===== src/rtl/sar_pkg.sv =====
// Shared types and helpers for the SAR conversion controller.
// Holds the FSM state encoding, the default resolution and sample length,
// and the width helper used to size the internal counters.
package sar_pkg;

    typedef enum logic [1:0] {
        IDLE    = 2'd0,
        SAMPLE  = 2'd1,
        CONVERT = 2'd2
    } sar_state_t;

    localparam int SAR_DEFAULT_WIDTH         = 8;
    localparam int SAR_DEFAULT_SAMPLE_CYCLES = 2;

    // Counter width for a count range of n, never narrower than one bit
    function automatic int cntWidth(input int n);
        if (n <= 1) begin
            return 1;
        end
        return $clog2(n);
    endfunction

endpackage


===== src/rtl/sar_bit_cell.sv =====
// One bit of the SAR trial/result register.
// Clear wins over set, set wins over load, otherwise the bit holds.
// Set marks this bit as the current trial; load replaces the trial with
// the comparator decision once the bit is resolved.
module sar_bit_cell (
    input  logic clk,
    input  logic rst_n,
    input  logic i_clr,
    input  logic i_set,
    input  logic i_load,
    input  logic i_comp,
    output logic o_bit
);

    logic r_bit;

    // Single code flip-flop with prioritised clear/set/load controls
    always_ff @(posedge clk or negedge rst_n) begin
        if (!rst_n) begin
            r_bit <= 1'b0;
        end else if (i_clr) begin
            r_bit <= 1'b0;
        end else if (i_set) begin
            r_bit <= 1'b1;
        end else if (i_load) begin
            r_bit <= i_comp;
        end
    end

    assign o_bit = r_bit;

endmodule


===== src/rtl/sar_logic.sv =====
// Successive-approximation controller: sample phase followed by a WIDTH-bit
// binary search steered by the comparator. dac_code is the trial code for
// the capacitive DAC; result/valid publish each finished conversion.
// Optional feature macro: SAR_CONT_EN adds the cont input, which chains
// conversions back-to-back without returning to IDLE.
module sar_logic
    import sar_pkg::*;
#(
    parameter int WIDTH         = SAR_DEFAULT_WIDTH,
    parameter int SAMPLE_CYCLES = SAR_DEFAULT_SAMPLE_CYCLES
) (
    input  logic             clk,
    input  logic             rst_n,
    input  logic             start,
    input  logic             comp,
`ifdef SAR_CONT_EN
    input  logic             cont,
`endif
    output logic             sample,
    output logic             busy,
    output logic [WIDTH-1:0] dac_code,
    output logic [WIDTH-1:0] result,
    output logic             valid
);

    localparam int PTR_W = cntWidth(WIDTH);
    localparam int CNT_W = cntWidth(SAMPLE_CYCLES);
    localparam logic [PTR_W-1:0] PTR_MSB  = PTR_W'(WIDTH - 1);
    localparam logic [CNT_W-1:0] CNT_LAST = CNT_W'(SAMPLE_CYCLES - 1);

    sar_state_t       r_state;
    logic [CNT_W-1:0] r_cnt;
    logic [PTR_W-1:0] r_ptr;
    logic             r_sample;
    logic             r_busy;
    logic             r_valid;
    logic [WIDTH-1:0] r_result;

    logic             w_cont;
    logic             w_lastSample;
    logic             w_lastBit;
    logic [PTR_W-1:0] w_ptrNext;
    logic [WIDTH-1:0] w_set;
    logic [WIDTH-1:0] w_load;
    logic [WIDTH-1:0] w_code;

`ifdef SAR_CONT_EN
    assign w_cont = cont;
`else
    assign w_cont = 1'b0;
`endif

    assign w_lastSample = (r_state == SAMPLE) && (r_cnt == CNT_LAST);
    assign w_lastBit    = (r_state == CONVERT) && (r_ptr == '0);
    assign w_ptrNext    = r_ptr - 1'b1;

    // Per-bit controls: MSB trial on leaving SAMPLE, then load the bit under
    // the pointer while arming the next lower bit as the new trial
    always_comb begin
        w_set  = '0;
        w_load = '0;
        for (int i = 0; i < WIDTH; i++) begin
            if (w_lastSample && (i == WIDTH - 1)) begin
                w_set[i] = 1'b1;
            end
            if ((r_state == CONVERT) && !w_lastBit && (w_ptrNext == PTR_W'(i))) begin
                w_set[i] = 1'b1;
            end
            if ((r_state == CONVERT) && (r_ptr == PTR_W'(i))) begin
                w_load[i] = 1'b1;
            end
        end
    end

    genvar g;
    generate
        for (g = 0; g < WIDTH; g++) begin : g_cell
            sar_bit_cell u_cell (
                .clk    (clk),
                .rst_n  (rst_n),
                .i_clr  (w_lastBit),
                .i_set  (w_set[g]),
                .i_load (w_load[g]),
                .i_comp (comp),
                .o_bit  (w_code[g])
            );
        end
    endgenerate

    // Conversion sequencer with sample counter, bit pointer and result strobe
    always_ff @(posedge clk or negedge rst_n) begin
        if (!rst_n) begin
            r_state  <= IDLE;
            r_cnt    <= '0;
            r_ptr    <= '0;
            r_sample <= 1'b0;
            r_busy   <= 1'b0;
            r_valid  <= 1'b0;
            r_result <= '0;
        end else begin
            r_valid <= 1'b0;
            case (r_state)
                IDLE: begin
                    if (start) begin
                        r_state  <= SAMPLE;
                        r_busy   <= 1'b1;
                        r_sample <= 1'b1;
                        r_cnt    <= '0;
                    end
                end
                SAMPLE: begin
                    if (r_cnt == CNT_LAST) begin
                        r_state  <= CONVERT;
                        r_sample <= 1'b0;
                        r_ptr    <= PTR_MSB;
                    end else begin
                        r_cnt <= r_cnt + 1'b1;
                    end
                end
                CONVERT: begin
                    if (r_ptr == '0) begin
                        r_result <= {w_code[WIDTH-1:1], comp};
                        r_valid  <= 1'b1;
                        if (w_cont) begin
                            r_state  <= SAMPLE;
                            r_sample <= 1'b1;
                            r_cnt    <= '0;
                        end else begin
                            r_state <= IDLE;
                            r_busy  <= 1'b0;
                        end
                    end else begin
                        r_ptr <= w_ptrNext;
                    end
                end
                default: begin
                    r_state <= IDLE;
                end
            endcase
        end
    end

    assign sample   = r_sample;
    assign busy     = r_busy;
    assign dac_code = w_code;
    assign result   = r_result;
    assign valid    = r_valid;

endmodule

===== config.mk =====
export PLATFORM = sky130hd
export DESIGN_NAME = sar_logic
export DESIGN_NICKNAME = d
export VERILOG_FILES = /design/src/rtl/sar_pkg.sv /design/src/rtl/sar_bit_cell.sv /design/src/rtl/sar_logic.sv
export SDC_FILE = /design/constraint.sdc
export NUM_CORES = 1
export LEC_CHECK = 0
export CORE_ASPECT_RATIO = 1.75
export CORE_MARGIN = 5
export CORE_UTILIZATION = 45
export CTS_CLUSTER_DIAMETER = 40
export DETAILED_ROUTE_END_ITERATION = 7
export PLACE_DENSITY = 0.73
export SETUP_SLACK_MARGIN = 0.3
export SLEW_MARGIN = 20
export SYNTH_ARGS = -nofsm -noshare
export SYNTH_HDL_FRONTEND = slang
export SYNTH_SLANG_ARGS = --single-unit

===== constraint.sdc =====
create_clock -name clk -period 2.65 [get_ports clk]
set_input_delay 0.265 -clock clk [delete_from_list [all_inputs] [get_ports clk]]
set_output_delay 0.265 -clock clk [all_outputs]
set_load 0.05 [all_outputs]

* Word-level counts from Yosys, hierarchy flattened
Index checks and enable logic that the tools add are counted.
Operators by class: add/sub/neg operators 2, $mul 0, divide/modulo/power cells 0, order comparisons 0, equality and inequality tests 20, shift operators 0, multiplexer cells 58, bitwise gates (word level) 0, reduce and logical (&&, ||, !) cells 39
Operator list (number):
- $mux W1 | 48
- $eq A3 B3 Y1 const B | 8
- $reduce_bool A3 Y1 | 8
- $logic_and A1 B1 Y1 | 18
- $eq A3 B2 Y1 const B | 4
- $reduce_and A3 Y1 | 4
- $eq A3 B1 Y1 const B | 2
- $logic_not A3 Y1 | 2
- $mux W2 | 3
- $mux W3 | 2
- $ne A2 B2 Y1 const B | 3
- $pmux W1 S2 | 3
- $pmux W2 S3 | 1
- $pmux W3 S2 | 1
- $reduce_bool A2 Y1 | 3
- $reduce_and A2 Y1 | 2
- $sub A3 B1 Y3 const B | 1
- $eq A2 B1 Y1 const B | 1
- $eq A2 B2 Y1 const B | 1
- $logic_not A2 Y1 | 1
- $ne A2 B1 Y1 const B | 1
- $add A1 B1 Y1 const B | 1
- $logic_not A1 Y1 | 1
Storage, ports and cells: bits in registers 25, bits in latches 0, memory bits (writable) 0, bits in read-only memories 0, bits of input ports 4, output and inout port bits 19, word-level logic and storage cells 134, memories 0

* Longest topological paths before layout
depth after elaboration 8, mapped depth 6, mapped depth without buffers 5

* Modules after synthesis
From an unflattened synthesis, not the netlist that was laid out.
Second synthesis, totals: cells, all modules 112, area total of the unflattened synthesis 1247.4 um^2
Modules (own cells, without submodules):
- sar_logic | times used 1, cells each 80, area an instance 897.1 um^2, seq. area each 425.4 um^2
- sar_bit_cell | times used 8, cells each 4, area an instance 43.8 um^2, seq. area each 25.0 um^2

* Worst setup path before layout
No wires, ideal clock.
path type register to register, from register r_ptr[0], to register r_result[0] (netlist: result[0]), library setup time 125 ps, arrival 1413 ps, required time 2525 ps, setup slack 1112 ps, cell stages (with the launch flop) 7, path through dfrtp_1 -> inv_1 -> ha_1 -> nand2b_4 -> nor2_4 -> buf_6 -> mux2_4
Between the ends: cells in the longest elaborated chain, start to end 2
Ends and longest elaborated chain:
- start, declared | line sar_logic.sv:33 | logic [PTR_W-1:0] r_ptr;
- start signal, assigned | line sar_logic.sv:133 | r_ptr <= w_ptrNext;
- $logic_not A3 Y1 | line sar_logic.sv:121 | if (r_ptr == '0) begin
- $reduce_and A2 Y1 (no source line)
- end signal, assigned | line sar_logic.sv:122 | r_result <= {w_code[WIDTH-1:1], comp};
- end, declared | line sar_logic.sv:37 | logic [WIDTH-1:0] r_result;
No other way between the ends. A chain may end at the register's enable or synchronous reset.

* Worst setup path in the final report
from register r_ptr[0], to register r_result[3] (netlist: result[3])
The elaborated chain is that of the path after synthesis.

==> results.sh <==
export IMPL_ys_top_cells_by_area="dfrtp_1 (44%), mux2_4 (6.4%), o21ai_0 (5.6%)"
export IMPL_antenna_found_initial=0
export IMPL_ios=23
export IMPL_drtPass1Iterations=4
export IMPL_fin_ws_ps=821
export IMPL_synth_edf_count=0
export IMPL_num_rows=27
export IMPL_die_area_um2=4420
export IMPL_port_buffers=22
export IMPL_cts_buffers=3
export IMPL_syn_nets=141
export IMPL_crit_slowest_cell="dfrtp_1"
export IMPL_fin_skew_ps=4.15
export IMPL_syn_inst=132
export IMPL_hp_class="input pin to asynchronous set/reset pin"
export IMPL_grt_pass1_wl_mm=4.93
export IMPL_grtUsageTotal=0.140
export IMPL_cp_required_ps=2810
export IMPL_cts_root_buf="clkbuf_8"
export IMPL_ir_worst_vdd_v=0.000565
export IMPL_crit_type="register to register"
export IMPL_finalSetupTns_ps=0
export IMPL_critPathMaxStageDelay_ps=450
export IMPL_clkLatencyLatePin_ps=270
export IMPL_tightest_slew_ps=604
export IMPL_cts_hold_buf=0
export IMPL_die_h_um=84.3
export IMPL_post_dp_hpwl_mm=2.08
export IMPL_vias=1023
export IMPL_cp_start_kind="register"
export IMPL_drt_total_wl_mm=2.83
export IMPL_max_slew_margin=0.597
export IMPL_cts_sinks=25
export IMPL_cp_cell_sequence="inv_1 -> ha_1 -> nand2b_4 -> nor2_4 -> mux2_2"
export IMPL_final_nets=153
export IMPL_netlist_area_um2=1420
export IMPL_rrSetupSlack_ps=820
export IMPL_drive_above_1_share=0.147
export IMPL_diodes=0
export IMPL_yosysUniqueCellTypes=40
export IMPL_period_needed_ps=1830
export IMPL_h_tree_depth=1
export IMPL_dp_slack_ps=816
export IMPL_regToRegStartpoint="r_ptr[0]"
export IMPL_yosys_warnings=0
export IMPL_fillCellCount=291
export IMPL_seq_area_frac_synth=0.441
export IMPL_period_share=0.690
export IMPL_synthArstFlopShare=1.00
export IMPL_end_kind="register"
export IMPL_drt_initial_drc_count=23
export IMPL_vias_per_cell=5.50
export IMPL_start_util=0.456
export IMPL_power_density_nw_per_um2=1290
export IMPL_globalRouteOverflowTotal=0
export IMPL_rsz0062_at_grt="no"
export IMPL_ys_ff_latch=25
export IMPL_cts_resized_gates=0
export IMPL_r2r_end="result[3]"
export IMPL_synth_ff_type="dfrtp_1"
export IMPL_cap_violations=0
export IMPL_critPathMaxFanout=12
export IMPL_total_power_mw=2.10
export IMPL_drv_slew=0
export IMPL_fp_coreArea_um2=3110
export IMPL_chipWidth_um=52.4
export IMPL_rr_worst_depth=5
export IMPL_fmax_ghz=0.547
export IMPL_synth_top_area_share=0.441
export IMPL_drc=0
export IMPL_setup_viol=0
export IMPL_hold_viol_final=0
export IMPL_grt_start_max_net_pins=26
export IMPL_cts_tree="done"
export IMPL_yosysTopAreaCell="dfrtp_1"
export IMPL_critical_path_arrival_ps=1990
export IMPL_cellLeakagePower_nw=0.672
export IMPL_wl_per_cell_um=15.2
export IMPL_cts_max_path_buffers=2
export IMPL_clkTransAtPathRegs_ps=90
export IMPL_post_cts_buffers=0
export IMPL_syn_avg_cell_area_um2=10.7
export IMPL_postRouteAntennaNets=0
export IMPL_place_gp_congestion=0.803
export IMPL_synthToLayoutAreaGrowth_pct=14.9
export IMPL_grt_pass1_vias=1043
export IMPL_status="completed"
-- through the flow --
step	instance area [um2]	instances	util	hold slack [ps]
after floorplan	1420	132	-	-30.6
after global placement	1580	182	0.509	493
after detailed placement	1580	182	0.509	497
after CTS	1630	186	0.524	367
after global routing	1630	186	0.524	381
final	1630	186	0.524	358
-- synthesized netlist by cell type (2+ instances only) --
cell	n
a21oi_1	6
a32oi_1	3
and4bb_2	2
buf_2	3
buf_4	10
buf_6	2
dfrtp_1	25
ha_1	5
inv_1	7
mux2_2	2
mux2_4	6
mux2i_1	4
nand2_1	7
nand3_1	5
nand4_1	2
nor2b_1	2
o21ai_0	16
o22ai_1	2
o311ai_0	2
-- cells in the final DEF (no fill, tap or decap), types with 2 or more instances in the layout --
cell and count:
dfrtp_1 25, clkdlybuf4s50_1 22, o21ai_0 16, inv_1 7, nand2_1 7, mux2_4 6, a21oi_1 6, nand3_1 5
ha_1 5, mux2i_1 4, a32oi_1 3, clkbuf_8 3, nor2b_1 2, and4bb_2 2, nand4_1 2, o22ai_1 2
o311ai_0 2, mux2_2 2
-- routing by layer --
| layer | wire (um) | share of wire | track usage |
|---|---|---|---|
| met5 | 0 | 0 | 0 |
| met4 | 17 | 0.0060 | 0.0349 |
| met3 | 130 | 0.046 | 0.0249 |
| met2 | 1480 | 0.52 | 0.243 |
| met1 | 1200 | 0.42 | 0.174 |
-- flip-flops by register name, summed over array words and instances, names as in the netlist --
register	count
g_cell.u_cell.o_bit	8
busy	1
result	8
sample	1
valid	1
r_ptr	3
r_cnt	1
r_state	2
-- where the power goes --
group	internal, mW	switching (mW)	leakage, nW
clock	0.105	0.117	0.0255
combinational	0.438	0.718	0.355
sequential	0.532	0.190	0.292
-- worst max path at each step --
stage	startpoint	end	slack, ps	cells after the start
after floorplan	r_ptr[0]	result[0]	1110	6
after global routing	r_ptr[0]	result[3]	730	5
after CTS	r_ptr[0]	result[3]	800	5
final	r_ptr[0]	result[3]	820	5
after global placement	r_ptr[0]	result[3]	940	5
after detailed placement	r_ptr[0]	result[3]	820	5
-- layout make-up --
cell class | instances | area (um2) | share of cell area
multi-input combinational | 83 | 646 | 0.396
sequential | 25 | 626 | 0.384
timing repair buffer | 23 | 228 | 0.140
tap | 43 | 53.8 | 0.0330
clock buffer | 3 | 41.3 | 0.0253
inverter | 8 | 30.0 | 0.0184
clock inverter | 1 | 5.00 | 0.00307
-- critical path: cells and delay by family (launching register included) --
kind / cells / cell delay (ps)
flops: 1 / 450
simple gates: 2 / 430
mux: 1 / 390
fa+ha+maj: 1 / 310
buf+inv: 1 / 130
-- cell families (layout without fill, tap and decap cells) --
kind of cell    count (synthesis)  count (layout)  share of synthesized area
simple gates                   30              30                      0.147
flops                          25              25                      0.441
fa+ha+maj                       5               5                     0.0441
compound gates                 35              35                      0.151
xor+xnor                        1               1                    0.00618
buf+inv                        24              35                      0.103
mux                            12              12                      0.108
(Power assumes the default switching activity.)
